--- src/rtl/player_motion.sv ---
// player_motion: frame-paced position controller for the blue character.
// Consumes collision flags for the current position and keyboard levels,
// and resolves gravity, jump ascent and wall blocking with a 3-state FSM.
module player_motion #(
   parameter logic [9:0] X_INIT      = 10'd100,
   parameter logic [8:0] Y_INIT      = 9'd300,
   parameter logic [9:0] X_MIN       = 10'd0,
   parameter logic [9:0] X_MAX       = 10'd617,
   parameter logic [8:0] Y_MAX       = 9'd435,
   parameter logic [6:0] JUMP_HEIGHT = 7'd60
) (
   input  logic       clk,
   input  logic       rst,
   input  logic       frame_tick,
   input  logic       key_left,
   input  logic       key_right,
   input  logic       key_jump,
   input  logic [3:0] is_Collision,
   output logic [9:0] x_blue,
   output logic [8:0] y_blue,
   output logic [1:0] state,
   output logic       on_ground
);

   localparam logic [1:0] ST_STAND = 2'b00;
   localparam logic [1:0] ST_RISE  = 2'b01;
   localparam logic [1:0] ST_FALL  = 2'b10;

   logic [1:0] state_q, state_d;
   logic [9:0] x_q, x_d;
   logic [8:0] y_q, y_d;
   logic [6:0] rise_cnt_q, rise_cnt_d;
   logic       jump_pending_q, jump_pending_d;
   logic       key_jump_q;

   logic jump_edge;
   logic jump_req;
   logic feet_hit;
   logic head_hit;
   logic right_blk;
   logic left_blk;

   assign feet_hit  = is_Collision[0];
   assign head_hit  = is_Collision[1];
   assign right_blk = is_Collision[2];
   assign left_blk  = is_Collision[3];

   // An edge arriving on the tick cycle itself is honoured by that tick.
   assign jump_edge = key_jump & ~key_jump_q;
   assign jump_req  = jump_pending_q | jump_edge;

   // State and datapath registers, all returned to start values by rst.
   always_ff @(posedge clk or posedge rst) begin
      if (rst) begin
         state_q        <= ST_FALL;
         x_q            <= X_INIT;
         y_q            <= Y_INIT;
         rise_cnt_q     <= 7'd0;
         jump_pending_q <= 1'b0;
         key_jump_q     <= 1'b0;
      end else begin
         state_q        <= state_d;
         x_q            <= x_d;
         y_q            <= y_d;
         rise_cnt_q     <= rise_cnt_d;
         jump_pending_q <= jump_pending_d;
         key_jump_q     <= key_jump;
      end
   end

   // Jump latch: set by an edge, dropped on every tick whether used or not.
   always_comb begin
      jump_pending_d = jump_pending_q;
      if (frame_tick) begin
         jump_pending_d = 1'b0;
      end else if (jump_edge) begin
         jump_pending_d = 1'b1;
      end
   end

   // Vertical FSM next state, only advanced on a frame tick.
   always_comb begin
      state_d = state_q;
      if (frame_tick) begin
         case (state_q)
            ST_STAND: begin
               if (!feet_hit && (y_q != Y_MAX)) begin
                  state_d = ST_FALL;
               end else if (jump_req) begin
                  state_d = ST_RISE;
               end
            end
            ST_RISE: begin
               if (head_hit || (rise_cnt_q == JUMP_HEIGHT) || (y_q == 9'd0)) begin
                  state_d = ST_FALL;
               end
            end
            ST_FALL: begin
               if (feet_hit || (y_q == Y_MAX)) begin
                  state_d = ST_STAND;
               end
            end
            default: state_d = ST_FALL;
         endcase
      end
   end

   // Vertical position and ascent counter; transitions never move y.
   always_comb begin
      y_d        = y_q;
      rise_cnt_d = rise_cnt_q;
      if (frame_tick) begin
         case (state_q)
            ST_STAND: begin
               if ((feet_hit || (y_q == Y_MAX)) && jump_req) begin
                  rise_cnt_d = 7'd0;
               end
            end
            ST_RISE: begin
               if (!(head_hit || (rise_cnt_q == JUMP_HEIGHT) || (y_q == 9'd0))) begin
                  y_d        = y_q - 9'd1;
                  rise_cnt_d = rise_cnt_q + 7'd1;
               end
            end
            ST_FALL: begin
               if (!(feet_hit || (y_q == Y_MAX))) begin
                  y_d = y_q + 9'd1;
               end
            end
            default: begin
               y_d = y_q;
            end
         endcase
      end
   end

   // Horizontal step, independent of the vertical FSM, clamped to the screen.
   always_comb begin
      x_d = x_q;
      if (frame_tick) begin
         if (key_left && !key_right && !left_blk && (x_q > X_MIN)) begin
            x_d = x_q - 10'd1;
         end else if (key_right && !key_left && !right_blk && (x_q < X_MAX)) begin
            x_d = x_q + 10'd1;
         end
      end
   end

   // Outputs are straight from registers; on_ground decodes registered state.
   always_comb begin
      x_blue    = x_q;
      y_blue    = y_q;
      state     = state_q;
      on_ground = (state_q == ST_STAND);
   end

endmodule
--- config.mk ---
export PLATFORM = sky130hd
export DESIGN_NAME = player_motion
export DESIGN_NICKNAME = d
export VERILOG_FILES = /design/src/rtl/player_motion.sv
export SDC_FILE = /design/constraint.sdc
export NUM_CORES = 1
export LEC_CHECK = 0
export BUFFER_PORTS_ARGS = -buffer_cell sky130_fd_sc_hd__buf_2
export CAP_MARGIN = 10
export CELL_PAD_IN_SITES_DETAIL_PLACEMENT = 0
export CELL_PAD_IN_SITES_GLOBAL_PLACEMENT = 1
export CORE_MARGIN = 2
export CORE_UTILIZATION = 48
export DETAILED_ROUTE_END_ITERATION = 16
export PLACE_DENSITY = 0.86
export SYNTH_ARGS = -nofsm -noshare
export SYNTH_HDL_FRONTEND = slang
export SYNTH_SLANG_ARGS = --single-unit
--- constraint.sdc ---
create_clock -name clk -period 7.05 [get_ports clk]
set_clock_uncertainty 0.05 [all_clocks]
set_input_delay 0.705 -clock clk [delete_from_list [all_inputs] [get_ports clk]]
set_output_delay 0.705 -clock clk [all_outputs]
set_load 0.02 [all_outputs]
==> summary.txt, run 1 <==
Layout
  – FF/Latch Area: 761 um^2
  – Most frequent cells in the layout: buf_2, nor2_1, dfrtp_1
  – Diodes inserted: 0
  – Fill count: 404
  – Design Area, Final: 2460 um^2
  – Fin nets: 276
  – Commonest non-fill, non-tap cell in the layout: buf_2
  – Multi-input combinational cell area: 1370 um^2
  – Area grow syn2layout: 13.4%
  – Share of cells above drive strength 1: 0.291
  – Post-layout util: 0.565

Routing
  – Final WL: 4330 um
  – Detailed Route Iter0 Violations: 86
  – Vias post-DR: 1719
  – TritonRoute pass-1 iters: 4
  – Vias per cell: 5.75
  – Detail Route Antenna Nets: 0
  – DRC viols: 0
  – Wirelength per Cell: 14.5 um

Worst setup path
  – Worst setup EP type: register
  – Reg2Reg Launch Point: x_blue[0]
  – CP startpoint: key_right
  – Arrival time worst endpoint: 3.71 ns
  – Crit Path Class: in -> reg
  – Worst Path Required: 7.15 ns
  – CP startpoint kind: input pin
  – Crit Path Max Fanout: 10

Worst hold path
  – Hold Crit Class: in -> async

Logic synthesis
  – Ys Warns: 0
  – Fraction of registers with async set/reset: 1.00
  – Primary FF master, synth: dfrtp_1
  – Syn_nets: 239
  – Sequential area share after synthesis: 0.351
  – Post-synth EDFFs: 0
  – Synth Register Bits: 30
  – Mapped cell area: 2170 um^2
  – Count of cell types in the netlist: 53
  – Leading post-synthesis cells by cell area: dfrtp_1, ha_1, dfstp_2
  – Cells after synthesis: 210
  – Synth area leader: dfrtp_1
  – Syn_area_per_cell: 10.3 um^2
  – Area share of the largest cell type after synthesis: 0.254

STA
  – Rel. slew slack: 0.308
  – RSZ-0062 raised after global routing: no
  – Period Utilization, post-route: 0.512
  – Fmax: 277 MHz
  – Setup tns final: 0 ns
  – Min Clock Period, post-route: 3.61 ns
  – Hold Vio Cnt, Final: 0
  – Slew Viols, Final: 0
  – Actual slew at the worst max-slew pin: 1.03 ns
  – # setup viols final: 0

Clocking
  – Clk Latency, worst-skew pair: 0.27 ns
  – Postcts setup bufs: 0
  – CTS Root Cell: clkbuf_8
  – Reg clk slew, reported paths: 0.07 ns
  – CTS Buffer Depth: 2
  – PostCTS Resize Cnt: 0
  – CTS Hold Bufs: 0
  – Cts bufs inserted: 5
  – CTS tree: yes
  – Clock Sinks: 30
  – # H-tree levels: 2

Global routing
  – First-pass GRT wire length: 7780 um
  – Vias in the first global route: 1740
  – GRT overflow: 0
  – Largest net degree at the start of global routing: 31
  – GRT Total Usage: 0.189
  – Initial antenna violation count: 0

Die
  – Die width: 71.2 um
  – Starting Density: 0.498
  – Core area: 4350 um^2
  – Die ar.: 5070 um^2
  – Rows: 24
  – Ports: 32
  – Die H: 71.2 um

Status
  – Status: finished, final reports clean

Flow run
  – Maxcap violations: 0

Power and ir drop
  – LEAKAGE: 1.13 nW
  – PD cells: 410 nW/um^2
  – Overall power: 0.00101 W
  – Worst IR Drop VDD: 0.184 mV

Placed design
  – Post-DP Area: 2380 um^2
  – Gpl congestion: 0.905
  – PortBufs: 31
  – Post-DP HPWL: 3290 um
cells in the mapped netlist (all sizes together) (4+ instances only):
cell    number
a21oi        8
and3         7
dfrtp       22
dfstp        8
ha          17
inv          7
mux2        16
nand2       12
nand3        8
nor2        22
nor3         5
nor4         5
o211ai       5
o21ai        4
o22a         4
xnor2       13
xor2         4
state kept, by name, summed over array words and instances, names as in the netlist:
name and cells:
jump_pending_q 1, rise_cnt_q 7, y_blue 9, state 2, x_blue 10, key_jump_q 1
layer usage:
metal / GRT usage / wire (um) / up-vias
met5: 0 / 0 / -
met4: 0.0503 / 29 / 0
met3: 0.0352 / 144 / 4
met2: 0.305 / 2030 / 25
met1: 0.265 / 2130 / 825
li1: - / - / 865
critical path: stages:
cell,delay (ns)
buf_2,0.10
or3b_2,0.48
a31oi_1,0.77
ha_1,0.45
and3_1,0.21
a221o_1,0.35
o41ai_2,0.25
xnor2_1,0.10
mux2_1,0.28
cell families after synthesis:
family	count (synthesis)	synth area share
flip-flops	30	0.351
multiplexers	17	0.0877
XOR/XNOR	17	0.0686
AND/OR/NAND/NOR	77	0.192
adder cells (fa/ha/maj)	19	0.116
AO/OA/AOI/OAI	41	0.166
buffers and inverters	9	0.0190
final timing paths:
path / end / slack [ns] / depth (start not counted)
setup / recovery: x_blue[8] / 3.44 / 9
hold / removal: y_blue[1] / 0.45 / 3
setup reg to reg: x_blue[8] / 3.45 / 8
hold reg to reg: rise_cnt_q[3] / 0.49 / 1
max in group asynchronous: x_blue[6] / 6.18 / 3
min in group clk: rise_cnt_q[3] / 0.49 / 1
power breakdown:
part / leakage [nW] / total, W / internal [W] / switching (W)
registers: 0.363 / 0.000332 / 0.000249 / 0.0000830
logic: 0.728 / 0.000551 / 0.000252 / 0.000299
clock network: 0.0438 / 0.000127 / 0.0000660 / 0.0000611
stage by stage:
step | hold slack, ns | std cells | setup WS, ns
after floorplan | 0.426 | 210 | 3.65
after global placement | 0.442 | 292 | 3.23
after detailed placement | 0.480 | 292 | 3.17
after CTS | 0.457 | 299 | 3.45
after global routing | 0.500 | 299 | 3.29
final | 0.451 | 299 | 3.44
layout make-up:
type,instances,area share
multi-input combinational,171,0.556
sequential,30,0.309
timing repair buffer,32,0.0661
clock buffer,5,0.0280
tap,52,0.0264
inverter,7,0.0107
clock inverter,2,0.00407
(Power assumes the default switching activity.)
==> run 2: changes to the inputs <==
- CORE_UTILIZATION: 48 -> 40
- PLACE_DENSITY: 0.86 -> 0.77
- clock period: 7.05 -> 3.1 ns (I/O delays scaled with it)
==> run 2 against run 1 <==
Effect of this change: sequential power grew 120%; sequential share of layout area shrank 1.7 points; core utilization shrank 6.2 points; via count grew 2.4%; total power grew 140%; register-to-register slack lost 3.3 ns; count of clock-buffer cells in the layout grew 2; first-iteration DRC count shrank 48%; combinational power grew to 2.5 times the previous value.
==> summary.txt, run 2 (synthesis results as in run 1) <==
Status
  – Status: finished, final reports clean (unchanged)

Worst setup path
  – Reg2Reg Setup Slack: 0.18 ns (was 3.45 ns)
  – Worst path bufs/invs: 1 (unchanged)
  – CP delay by family, top: compound AO/OA/AOI/OAI gates (unchanged)
  – Reg2Reg Launch Point: x_blue[0] (unchanged)
  – Crit Path Class: reg -> reg (was in -> reg)
  – CP startpoint kind: register (was input pin)
  – Crit Path Max Fanout: 6 (was 10)
  – Worst flop-to-flop path endpoint: x_blue[8] (unchanged)
  – CP max stage delay: 0.39 ns (was 0.77 ns)
  – Arrival time worst endpoint: 3.05 ns (was 3.71 ns)
  – Worst Path Required: 3.22 ns (was 7.15 ns)
  – Worst setup EP type: register (unchanged)
  – Worst Reg-to-Reg Cells: 9 (was 8)
  – Cells along the critical path: nor4_2 > a31oi_2 > buf_4 > fa_1 > a21o_1 > a221o_1 > o41ai_2 > xnor2_1 > mux2_1 (was buf_2 > or3b_2 > a31oi_1 > ha_1 > and3_1 > a221o_1 > o41ai_2 > xnor2_1 > mux2_1)
  – Worst path slowest cell: dfrtp_1 (was a31oi_1)

Clocking
  – Reg clk slew, reported paths: 0.07 ns (about the same)
  – Clk Latency, worst-skew pair: 0.28 ns (was 0.27 ns)
  – # H-tree levels: 2 (unchanged)
  – CTS tree: yes (unchanged)
  – Cts bufs inserted: 5 (unchanged)
  – CTS Buffer Depth: 2 (unchanged)
  – CTS Root Cell: clkbuf_8 (unchanged)
  – Clock Sinks: 30 (unchanged)

Layout
  – Commonest non-fill, non-tap cell in the layout: buf_2 (unchanged)
  – Design Area, Final: 2610 um^2 (was 2460 um^2)
  – Area grow syn2layout: 20.1% (was 13.4%)
  – Max reg flops: 10 (unchanged)
  – Diodes inserted: 0 (unchanged)
  – Most frequent cells in the layout: buf_2, nor2_1, dfrtp_1 (unchanged)
  – Share of cells above drive strength 1: 0.335 (was 0.291)
  – Fin nets: 288 (was 276)

Placed design
  – Post-DP HPWL: 3610 um (was 3290 um)
  – Post-DP Area: 2490 um^2 (was 2380 um^2)
  – PortBufs: 31 (unchanged)
  – Gpl congestion: 0.851 (was 0.905)
  – Pre-CTS setup slack: -0.0174 ns (was 3.17 ns)

Routing
  – TritonRoute pass-1 iters: 5 (was 4)
  – Vias per cell: 5.33 (was 5.75)
  – DRC viols: 0 (unchanged)
  – Wirelength per Cell: 14.7 um (was 14.5 um)
  – Vias post-DR: 1760 (was 1719)
  – Detailed Route Iter0 Violations: 45 (was 86)
  – Detail Route Antenna Nets: 0 (unchanged)
  – Final WL: 4840 um (was 4330 um)

Power and ir drop
  – Comb pwr share: 0.568 (was 0.545)
  – Sw Ratio: 0.434 (was 0.438)
  – LEAKAGE: 1.20 nW (was 1.13 nW)
  – Seq pwr share: 0.296 (was 0.329)
  – PD cells: 947 nW/um^2 (was 410 nW/um^2)
  – P_sw: 0.00107 W (was 0.000443 W)
  – Clock network power share: 0.136 (was 0.126)
  – Worst IR Drop VDD: 0.401 mV (was 0.184 mV)
  – Pint: 0.00140 W (was 0.000567 W)

Die
  – Core area: 5170 um^2 (was 4350 um^2)
  – Die width: 77.6 um (was 71.2 um)
  – Die H: 77.6 um (was 71.2 um)
  – Ports: 32 (unchanged)
  – Rows: 26 (was 24)
  – Die ar.: 6030 um^2 (was 5070 um^2)
  – Starting Density: 0.419 (was 0.498)

STA
  – Actual slew at the worst max-slew pin: 0.738 ns (was 1.03 ns)
  – Fmax: 342 MHz
  – Hold Vio Cnt, Final: 0 (unchanged)
  – Period Utilization, post-route: 0.944
  – Setup slack after layout: 0.175 ns (was 3.44 ns)
  – Slew Viols, Final: 0 (unchanged)
  – Min Clock Period, post-route: 2.92 ns
  – Rel. slew slack: 0.501 (was 0.308)
  – # setup viols final: 0 (unchanged)

Global routing
  – Vias in the first global route: 1723 (was 1740)
  – First-pass GRT wire length: 7980 um (was 7780 um)
  – Initial antenna violation count: 0 (unchanged)
  – GRT Total Usage: 0.167 (was 0.189)
  – Largest net degree at the start of global routing: 31 (unchanged)
  – GRT overflow: 0 (unchanged)

Flow run
  – Maxcap violations: 0 (unchanged)

Worst hold path
  – Hold Crit Class: in -> async (unchanged)
run 2: cell count changes in the layout (fill, tap and decap cells not counted), sizes merged:
cell    before  now
clkinv       2    1
buf         32   44
clkbuf       5    7
run 2: what timing repair did:
action / 4_1_cts / 5_1_grt
hold buffers: 0 / 0
gates resized for setup: 0 / 3
setup endpoints to repair: 0 / 2
buffers inserted: 0 / 0
run 2: cell type report:
| class | instances | area, um^2 |
|---|---|---|
| tap | 70 | 87.6 |
| timing repair buffer | 44 | 253 |
| inverter | 7 | 26.3 |
| clock buffer | 7 | 86.3 |
| clock inverter | 1 | 5.00 |
| sequential | 30 | 761 |
| multi-input combinational | 171 | 1390 |
| fill | 503 | 2570 |
run 2: power by group through the flow:
stage | combinational, W | sequential (W) | clock, W
2_1_floorplan | 0.000816 | 0.000887 | 0
4_1_cts | 0.00140 | 0.000724 | 0.000349
3_3_place_gp | 0.00138 | 0.000725 | 0
3_5_place_dp | 0.00140 | 0.000729 | 0
6_report | 0.00140 | 0.000730 | 0.000336
5_1_grt | 0.00154 | 0.000760 | 0.000369
run 2: metal layers:
metal | part of all wire | vias up | global-route usage
met2 | 0.48 | 25 | 0.276
met3 | 0.027 | 2 | 0.0360
met5 | 0 | - | 0
met1 | 0.49 | 851 | 0.214
li1 | - | 882 | -
met4 | 0.0056 | 0 | 0.0589
run 2: worst max path at each step:
stage	end	slack (ns)	cells after the start	start
finish	x_blue[8]	0.18	9	x_blue[0]
global route	x_blue[8]	-0.02	9	x_blue[0]
CTS	x_blue[8]	0.04	9	x_blue[0]
detailed placement	x_blue[8]	-0.02	9	key_right
global placement	x_blue[8]	0.06	9	key_right
floorplan	x_blue[8]	0.1	8	key_right
run 2: metrics by stage:
step                      TNS [ns]  total power [W]  instances  hold slack, ns  utilization
after global placement           0          0.00210        322           0.366        0.482
final                            0          0.00247        330          0.0513        0.504
after CTS                        0          0.00247        330          0.0611        0.500
after global routing       -0.0216          0.00266        330          0.0859        0.504
after floorplan                  0          0.00170        210           0.291            -
after detailed placement   -0.0174          0.00213        322           0.370        0.482
run 2: worst min-delay path, delay by kind of cell:
family                 cells  cell delay (ns)
buffers and inverters      3             0.49
